==> config.mk <==
export PLATFORM = sky130hd
export DESIGN_NAME = pipe_stage_reg_flat
export DESIGN_NICKNAME = d
export VERILOG_FILES = /design/src/rtl/cpu_pipe_pkg.sv /design/src/rtl/pipe_stage_reg_if.sv /design/src/rtl/pipe_entry.sv /design/src/rtl/pipe_stage_reg.sv /design/src/flat_wrapper.sv
export SDC_FILE = /design/constraint.sdc
export NUM_CORES = 1
export LEC_CHECK = 0
export CORE_MARGIN = 2
export CORE_UTILIZATION = 52
export CTS_CLUSTER_SIZE = 16
export DETAILED_ROUTE_END_ITERATION = 10
export PLACE_DENSITY_LB_ADDON = 0.25
export SLEW_MARGIN = 30
export SYNTH_ARGS = -nofsm -noshare
export SYNTH_HDL_FRONTEND = slang
export SYNTH_SLANG_ARGS = --single-unit
==> constraint.sdc <==
create_clock -name clk -period 6.53 [get_ports clk]
set_clock_uncertainty 0.05 [all_clocks]
set_input_delay 0.9795 -clock clk [delete_from_list [all_inputs] [get_ports clk]]
set_output_delay 0.9795 -clock clk [all_outputs]
set_load 0.03 [all_outputs]
==> src/rtl/cpu_pipe_pkg.sv <==
// ---------------------------------------------------------------------------
// cpu_pipe_pkg
// Shared definitions for the pipelined MIPS CPU stage registers.
//
// Contents:
//   NOP_INSTR      - bubble instruction (sll $0,$0,0), driven on empty stages
//   stage_state_e  - occupancy state of a stage register, encoded as
//                    {main_valid, skid_valid} so it decodes straight from the
//                    entry valid bits
//   *_t bundles    - payload carried across each stage boundary
//   *_W constants  - payload width for each boundary, derived from the bundles
//   occ_count()    - number of held entries from the two valid bits
// ---------------------------------------------------------------------------
package cpu_pipe_pkg;

   localparam logic [31:0] NOP_INSTR = 32'h0000_0000;

   // Encoding matches {main_valid, skid_valid}; 2'b01 can never occur because
   // the skid entry is only filled while main is already held.
   typedef enum logic [1:0] {
      ST_EMPTY = 2'b00,
      ST_ONE   = 2'b10,
      ST_FULL  = 2'b11
   } stage_state_e;

   // IF/ID: fetched instruction plus the incremented PC for branch targets.
   typedef struct packed {
      logic [31:0] pc_plus4;
      logic [31:0] instr;
   } if_id_t;

   // ID/EX: register operands, sign-extended immediate, register numbers and
   // the decoded control bits consumed by EX, MEM and WB.
   typedef struct packed {
      logic [31:0] pc_plus4;
      logic [31:0] rs_val;
      logic [31:0] rt_val;
      logic [31:0] imm;
      logic [4:0]  rs;
      logic [4:0]  rt;
      logic [4:0]  rd;
      logic [3:0]  alu_op;
      logic        alu_src;
      logic        reg_dst;
      logic        branch;
      logic        mem_read;
      logic        mem_write;
      logic        mem_to_reg;
      logic        reg_write;
   } id_ex_t;

   // EX/MEM: ALU result, store data and the destination register.
   typedef struct packed {
      logic [31:0] alu_result;
      logic [31:0] rt_val;
      logic [4:0]  dest;
      logic        mem_read;
      logic        mem_write;
      logic        mem_to_reg;
      logic        reg_write;
   } ex_mem_t;

   // MEM/WB: both candidate write-back values and the write-back controls.
   typedef struct packed {
      logic [31:0] mem_data;
      logic [31:0] alu_result;
      logic [4:0]  dest;
      logic        mem_to_reg;
      logic        reg_write;
   } mem_wb_t;

   localparam int IF_ID_W  = $bits(if_id_t);
   localparam int ID_EX_W  = $bits(id_ex_t);
   localparam int EX_MEM_W = $bits(ex_mem_t);
   localparam int MEM_WB_W = $bits(mem_wb_t);

   // Held-entry count; both operands are widened so the sum cannot wrap.
   function automatic logic [1:0] occ_count(input logic main_v, input logic skid_v);
      return {1'b0, main_v} + {1'b0, skid_v};
   endfunction

endpackage

==> src/rtl/pipe_stage_reg_if.sv <==
// ---------------------------------------------------------------------------
// pipe_stage_reg_if
// One valid/ready payload link between two pipeline stages.
//
// Signals:
//   valid  - producer presents a payload this cycle
//   ready  - consumer accepts the payload this cycle
//   data   - WIDTH-bit payload
//
// Modports:
//   master - producer side (drives valid/data, observes ready)
//   slave  - consumer side (observes valid/data, drives ready)
// ---------------------------------------------------------------------------
interface pipe_stage_reg_if #(
   parameter int WIDTH = 32
);

   logic             valid;
   logic             ready;
   logic [WIDTH-1:0] data;

   modport master (
      output valid,
      output data,
      input  ready
   );

   modport slave (
      input  valid,
      input  data,
      output ready
   );

endinterface

==> src/rtl/pipe_entry.sv <==
// ---------------------------------------------------------------------------
// pipe_entry
// One held payload slot of a pipeline stage register: a WIDTH-bit payload
// register plus its valid bit.
//
// Ports:
//   clk    in   clock, rising edge
//   rst    in   synchronous active-high reset, clears valid
//   load   in   capture d and mark the entry valid (wins over clear)
//   clear  in   mark the entry invalid
//   d      in   payload to capture
//   q      out  held payload (only meaningful while valid=1)
//   valid  out  entry holds a payload
// ---------------------------------------------------------------------------
module pipe_entry #(
   parameter int WIDTH = 32
) (
   input  logic             clk,
   input  logic             rst,
   input  logic             load,
   input  logic             clear,
   input  logic [WIDTH-1:0] d,
   output logic [WIDTH-1:0] q,
   output logic             valid
);

   // Valid bit: reset and clear empty the slot, a load fills it. Load wins
   // over clear so a simultaneous refill keeps the slot occupied.
   always_ff @(posedge clk) begin
      if (rst) begin
         valid <= 1'b0;
      end else if (load) begin
         valid <= 1'b1;
      end else if (clear) begin
         valid <= 1'b0;
      end
   end

   // Payload register is only written on an enabled load; it carries no
   // reset because its contents are never observed while valid=0.
   always_ff @(posedge clk) begin
      if (load) begin
         q <= d;
      end
   end

endmodule

==> src/rtl/pipe_stage_reg.sv <==
// ---------------------------------------------------------------------------
// pipe_stage_reg
// Parametrised pipeline stage register with valid/ready handshake, optional
// two-entry skid buffer, synchronous flush and a bubble value when empty.
//
// Parameters:
//   WIDTH      payload width of this stage boundary
//   NOP_VALUE  payload presented downstream while out valid=0
//   SKID       1 = main + skid entry, registered upstream ready
//              0 = main entry only, combinational upstream ready
//
// Ports:
//   clk        in   clock, rising edge
//   rst        in   synchronous active-high reset
//   flush      in   squash all held entries and any incoming payload
//   up         slave link from the upstream stage (in_valid/in_ready/in_data)
//   dn         master link to the downstream stage (out_valid/out_ready/out_data)
//   occupancy  out  number of held entries (0..2)
// ---------------------------------------------------------------------------
module pipe_stage_reg
   import cpu_pipe_pkg::*;
#(
   parameter int               WIDTH     = 32,
   parameter logic [WIDTH-1:0] NOP_VALUE = '0,
   parameter int               SKID      = 1
) (
   input  logic                    clk,
   input  logic                    rst,
   input  logic                    flush,
   pipe_stage_reg_if.slave         up,
   pipe_stage_reg_if.master        dn,
   output logic [1:0]              occupancy
);

   logic             in_xfer;
   logic             out_xfer;
   logic             main_valid;
   logic             skid_valid;
   logic             main_load;
   logic             main_clear;
   logic [WIDTH-1:0] main_d;
   logic [WIDTH-1:0] main_q;

   // A transfer happens on each side whenever valid and ready meet.
   assign in_xfer  = up.valid & up.ready;
   assign out_xfer = dn.valid & dn.ready;

   // The main entry is always present and always feeds the downstream link.
   pipe_entry #(
      .WIDTH (WIDTH)
   ) u_main (
      .clk   (clk),
      .rst   (rst),
      .load  (main_load),
      .clear (main_clear),
      .d     (main_d),
      .q     (main_q),
      .valid (main_valid)
   );

   if (SKID != 0) begin : g_skid

      logic             skid_load;
      logic             skid_clear;
      logic [WIDTH-1:0] skid_q;
      stage_state_e     state;

      // Second slot catches the payload that was already in flight when the
      // downstream stall arrived, so upstream ready can be a plain register.
      pipe_entry #(
         .WIDTH (WIDTH)
      ) u_skid (
         .clk   (clk),
         .rst   (rst),
         .load  (skid_load),
         .clear (skid_clear),
         .d     (up.data),
         .q     (skid_q),
         .valid (skid_valid)
      );

      // The entry valid bits are the state register; decode them here.
      assign state = stage_state_e'({main_valid, skid_valid});

      // Next-state logic expressed as entry load/clear strobes. Flush empties
      // both slots and suppresses every load, which also discards an input
      // transfer in the same cycle. An output transfer in a flush cycle needs
      // no special case: the payload was sampled downstream and is cleared.
      always_comb begin
         main_load  = 1'b0;
         main_clear = 1'b0;
         skid_load  = 1'b0;
         skid_clear = 1'b0;
         main_d     = up.data;
         if (flush) begin
            main_clear = 1'b1;
            skid_clear = 1'b1;
         end else begin
            case (state)
               ST_EMPTY: begin
                  main_load = in_xfer;
               end
               ST_ONE: begin
                  if (in_xfer && out_xfer) begin
                     main_load = 1'b1;
                  end else if (in_xfer) begin
                     skid_load = 1'b1;
                  end else if (out_xfer) begin
                     main_clear = 1'b1;
                  end
               end
               ST_FULL: begin
                  // Upstream is held off in FULL, so only the drain case exists.
                  if (out_xfer) begin
                     main_load  = 1'b1;
                     main_d     = skid_q;
                     skid_clear = 1'b1;
                  end
               end
               default: begin
                  main_clear = 1'b1;
                  skid_clear = 1'b1;
               end
            endcase
         end
      end

      // Upstream ready depends only on the skid valid register, breaking the
      // combinational ready chain through the pipeline.
      assign up.ready = ~skid_valid;

   end else begin : g_noskid

      assign skid_valid = 1'b0;

      // Single slot: refill on any accepted input, drain only when nothing
      // replaces the departing payload. Flush clears and blocks the refill.
      always_comb begin
         main_d     = up.data;
         main_load  = in_xfer & ~flush;
         main_clear = flush | (out_xfer & ~in_xfer);
      end

      // The slot frees up in the same cycle it drains, so ready looks through
      // to the downstream ready.
      assign up.ready = ~main_valid | dn.ready;

   end

   // Downstream outputs: the bubble value masks the payload register whenever
   // the main slot is empty, so stale or uninitialised data never leaks out.
   always_comb begin
      dn.valid  = main_valid;
      dn.data   = main_valid ? main_q : NOP_VALUE;
      occupancy = occ_count(main_valid, skid_valid);
   end

endmodule
==> src/flat_wrapper.sv <==
// flat-port wrapper written by rule: the top's interface ports become plain ports
module pipe_stage_reg_flat import cpu_pipe_pkg::*;
#(
   parameter int               WIDTH     = 32,
   parameter logic [WIDTH-1:0] NOP_VALUE = '0,
   parameter int               SKID      = 1
)
  (clk, rst, flush, occupancy, up_valid, up_data, up_ready, dn_valid, dn_data, dn_ready);
  pipe_stage_reg_if #(.WIDTH(WIDTH)) up_i ();
  pipe_stage_reg_if #(.WIDTH(WIDTH)) dn_i ();
  input  logic clk;
  input  logic rst;
  input  logic flush;
  output logic [1:0] occupancy;
  input wire logic [$bits(up_i.valid)-1:0] up_valid;
  input wire logic [$bits(up_i.data)-1:0] up_data;
  output wire logic [$bits(up_i.ready)-1:0] up_ready;
  output wire logic [$bits(dn_i.valid)-1:0] dn_valid;
  output wire logic [$bits(dn_i.data)-1:0] dn_data;
  input wire logic [$bits(dn_i.ready)-1:0] dn_ready;
  assign up_i.valid = up_valid;
  assign up_i.data = up_data;
  assign up_ready = up_i.ready;
  assign dn_valid = dn_i.valid;
  assign dn_data = dn_i.data;
  assign dn_i.ready = dn_ready;
  pipe_stage_reg #(.WIDTH(WIDTH), .NOP_VALUE(NOP_VALUE), .SKID(SKID)) u_core (.clk(clk), .rst(rst), .flush(flush), .up(up_i), .dn(dn_i), .occupancy(occupancy));
endmodule
# [Yosys cells after proc, flatten, opt, wreduce, memory -nomap -nowiden]
# Index checks and enable logic that the tools add are counted.
[word_totals] out_inout_bits=36 register_bits=66
[op_classes] mux=22 bitwise=3 addsub=1 n_reduce_logical=6 eq_ne=2
[op_table] cell="$mux 32" count=4
[op_table] cell="$mux 1" count=15
[op_table] cell="$eq 2x2->1 const B" count=2
[op_table] cell="$pmux 1 s2" count=2
[op_table] cell="$reduce_bool 2->1" count=2
[op_table] cell="$reduce_or 2->1" count=2
[op_table] cell="$pmux 1 s3" count=1
[op_table] cell="$add 1x1->2" count=1
[op_table] cell="$and 1x1->1" count=2
[op_table] cell="$logic_not 2->1" count=1
[op_table] cell="$logic_and 1x1->1" count=1
[op_table] cell="$not 1->1" count=1

# [Logic depth before layout (Yosys ltp)]
[logic_depth] ltp_word=8 depth_mapped=6

# [Hierarchy]
# From an unflattened synthesis, not the netlist that was laid out.
[unflattened] hier_cells=165 hier_area_um2=2925.3
[modules_own_cells] mod="pipe_entry" cells_each=36 n_inst=2 area_per_inst_um2=999.7
[modules_own_cells] mod="pipe_stage_reg" cells_each=93 n_inst=1 area_per_inst_um2=925.9

# [Least setup slack after synthesis]
# No wires, ideal clock.
[synth_path] path_kind="register -> register" from="register u_core.u_main.valid" to="register u_core.u_main.q[0] (enable)" setup_slack_ps=2443 arrival_ps=3575 synth_period_minus_slack_ps=4087 n_path_buf=0 setup_ps=461 path_stages_with_launch=5 path_cell_list="dfxtp_1 ha_1 nand3_2 o211a_1 nor3_1"
[synth_between] elab_chain_cells=5 elab_cells_between_ends=9 cone_classes="eq/ne (2); mux (4); bitwise (1); reduce/logical (2)"
[synth_rtl] item="from (decl)" line_no="pipe_entry.sv:24" source="output logic valid"
[synth_rtl] item="from (signal assigned)" line_no="pipe_entry.sv:31" source="valid <= 1'b0;"
[synth_rtl] item="from (signal assigned)" line_no="pipe_entry.sv:33" source="valid <= 1'b1;"
[synth_rtl] item="from (signal assigned)" line_no="pipe_entry.sv:35" source="valid <= 1'b0;"
[synth_rtl] item="$and 1x1->1" line_no="pipe_stage_reg.sv:46" source="assign out_xfer = dn.valid & dn.ready;"
[synth_rtl] item="$logic_and 1x1->1" line_no="pipe_stage_reg.sv:104" source="if (in_xfer && out_xfer) begin"
[synth_rtl] item="$mux 1" line_no="pipe_stage_reg.sv:104"
[synth_rtl] item="$pmux 1 s3 *" line_no="pipe_stage_reg.sv:99" source="case (state)"
[synth_rtl] item="$mux 1 *" line_no="pipe_stage_reg.sv:95" source="if (flush) begin"
[synth_rtl] item="net u_core.main_load" line_no="pipe_stage_reg.sv:39" source="logic main_load;"
[synth_rtl] item="to (signal assigned)" line_no="pipe_entry.sv:43" source="q <= d;"
[synth_rtl] item="to (decl)" line_no="pipe_entry.sv:23" source="output logic [WIDTH-1:0] q,"
# The timed path passes the listed nets; every way through them passes the cells marked *.
# A chain may end at the register's enable or synchronous reset.

# [Worst setup path after layout]
[layout_path] from="register u_core.u_main.valid" to="output occupancy[0]"
[layout_between] elab_chain_cells=1
[layout_rtl] item="$add 1x1->2" line_no="cpu_pipe_pkg.sv:79" source="return {1'b0, main_v} + {1'b0, skid_v};"
[layout_rtl] item="to (decl)" line_no="flat_wrapper.sv:14" source="output logic [1:0] occupancy;"
# Every way passes these cells.

==> flow_summary.yaml <==
worst_setup_path:
  crit_family: "buffers and inverters"
  crit_fanout: 39
  r2r-end: "u_core.u_main.q[25]"
  worstPathRequired_ns: 5.50
  crit_path_top_delay_cell: "dfxtp_2"
  timing.critical_path.cells: "inv_1 > ha_1 > clkdlybuf4s50_1"
  reg2reg_slack_ns: 4.28
  critical_path_class: "reg2out"
  r2r_start: "u_core.u_main.valid"
  crit_arrival_ns: 2.14
  max_stage_delay_ns: 0.68
  worstRegToRegCells: 5
  cp-start-kind: "flip-flop"
  cp-end-kind: "output pin"
  cp.buffers_inverters: 2
placed_design:
  placed_area_um2: 3650
  place.port_buffers: 72
  gp_congestion: 0.793
  hpwl_um: 3130
clocking:
  clockBufferDepth: 2
  tritoncts: "done"
  htree_levels: 3
  postCtsHoldBufs: 0
  cts_root_buffer: "clkbuf_8"
  cts_made_buffers: 9
  post_cts_resized: 0
  clock_latency_ns: 0.33
  cts_sinks: 66
  postCtsSetupRepairBufs: 0
  clk_pin_slew_ns: 0.07
sta:
  setup_viol: 0
  relSlewSlack: 0.581
  rsz0062_at_grt: "no"
  worstMarginPinSlew_ns: 0.628
  fin_tns_setup_ns: 0
  max_freq_mhz: 315
  slew_viol_final: 0
  post-route-min-period_ns: 3.17
  fin_hold_ws_ns: 0.489
  hold_violations: 0
  min_period_over_period: 0.486
floorplanning:
  core-area_um2: 5440
  fp.dieW_um: 78.6
  start_util: 0.533
  fp-row-count: 27
  io_pins: 73
  die-area_um2: 6180
  die_y_um: 78.6
detailed_routing:
  routed_wl_um: 4830
  ant_nets: 0
  vias: 1547
  dr.pass1.iters: 4
  drc_errors: 0
  drtIter0Drc: 51
  routedWlPerCell_um: 15.4
  viasPerCell: 4.93
hold_path:
  hp-start: "u_core.g_skid.u_skid.q[18]"
  min_path_cells: 1
  whs_endpoint: "u_core.u_main.q[18]"
  hold_path_class: "reg2reg"
layout:
  fillers: 379
  n_antenna_cell: 0
  drive_gt1_frac: 0.231
  final_area_um2: 3860
  area_delta_synth_final_pct: 33.3
  nets: 278
synth:
  synth_fp_nets: 200
  syn_area_um2: 2900
  synthTopCellsByArea: "edfxtp_1, mux2_4, and2_1, buf_12, ha_1"
  syn_area_per_cell_um2: 18.2
  ys_ff_latch: 66
  synth_cell_types: 24
  ys_warn_count: 0
  yosysTopAreaCell: "edfxtp_1"
  synth.top_cell.area_share: 0.663
  seq_area_frac_synth: 0.677
  syn_inst: 159
grt:
  grt.overflow.total: 0
  grt_pass1_wl_um: 7530
  antenna_found_initial: 0
  grt_use_total: 0.165
  grt_pass1_vias: 1552
  grt_max_degree: 40
run:
  maxCapViolations: 0
pwr:
  powerDensity_nw_per_um2: 243
  ir_drop_uv: 191
  leakage_nw: 1.45
run_status:
  status: "finished clean"
-- power by group --
part           leakage [nW]  internal [mW]  switching (mW)
sequential            0.604          0.481         0.00600
clock                 0.105          0.212           0.143
combinational         0.739         0.0525          0.0424
total                  1.45          0.746           0.191
-- layout by cell type, fill, tap and decap left out, types with 2 or more instances in the layout --
cell type        count
and2_2               3
clkdlybuf4s50_1     72
mux2_4              30
mux2_2               2
nand3b_1             2
buf_4                2
ha_1                 4
edfxtp_1            64
clkinv_1             2
bufinv_16            2
clkbuf_8             9
and2_1              29
inv_1                3
-- metrics by stage --
| step | utilization | cells | setup WS (ns) | total power, mW |
|---|---|---|---|---|
| 6_report | 0.710 | 314 | 3.36 | 0.937 |
| 5_1_grt | 0.710 | 314 | 3.19 | 0.971 |
| 4_1_cts | 0.710 | 314 | 2.93 | 0.946 |
| 3_5_place_dp | 0.671 | 298 | 3.28 | 0.591 |
| 3_3_place_gp | 0.671 | 298 | 3.34 | 0.589 |
| 2_1_floorplan | - | 159 | 2.44 | 0.542 |
-- flip-flops by register name (all words and copies together), names as in the netlist --
| register | count |
|---|---|
| u_core.u_main.valid | 1 |
| u_core.g_skid.u_skid.valid | 1 |
| u_core.u_main.q | 32 |
| u_core.g_skid.u_skid.q | 32 |
-- per-layer routing --
metal  part of all wire  track usage  up-vias
met3              0.067       0.0552        9
met1               0.41        0.197      734
li1                   -            -      746
met4              0.019       0.0895        0
met2               0.50        0.263       58
met5                  0            0        -
-- logic make-up (layout without fill, tap and decap cells) --
| family | after synthesis | in the layout | synth area share |
|---|---|---|---|
| fa+ha+maj | 4 | 4 | 0.0173 |
| simple gates | 43 | 43 | 0.0968 |
| buf+inv | 10 | 93 | 0.0324 |
| compound gates | 4 | 4 | 0.0130 |
| mux | 32 | 32 | 0.163 |
| flops | 66 | 66 | 0.677 |
-- Yosys cell counts (all sizes together) --
| cell type | number |
|---|---|
| edfxtp | 64 |
| nand3b | 2 |
| o41ai | 1 |
| mux2 | 32 |
| nand2b | 1 |
| o311ai | 1 |
| dfxtp | 2 |
| or2 | 1 |
| ha | 4 |
| inv | 3 |
| nor4b | 1 |
| nand2 | 1 |
| o211a | 1 |
| and2 | 32 |
| o21ba | 1 |
| nor3b | 2 |
| buf | 4 |
| nor3 | 1 |
| nand3 | 1 |
| nor2b | 1 |
| clkbuf | 3 |
-- final cells by class --
| class | instances | area (µm²) | area share |
|---|---|---|---|
| multi-input combinational | 83 | 853 | 0.221 |
| sequential | 66 | 1960 | 0.508 |
| tap | 72 | 90.1 | 0.0233 |
| clock buffer | 10 | 128 | 0.0330 |
| timing repair buffer | 74 | 736 | 0.190 |
| inverter | 3 | 11.3 | 0.00292 |
| clock inverter | 6 | 81.3 | 0.0211 |
-- worst max path at each step --
stage                              from                  to  cells after the start
finish              u_core.u_main.valid        occupancy[0]                      3
CTS                 u_core.u_main.valid        occupancy[0]                      3
global placement    u_core.u_main.valid        occupancy[0]                      3
detailed placement  u_core.u_main.valid        occupancy[0]                      3
floorplan           u_core.u_main.valid  u_core.u_main.q[0]                      4
global route        u_core.u_main.valid        occupancy[0]                      3
Note: power is estimated with default switching activity, not from simulation.
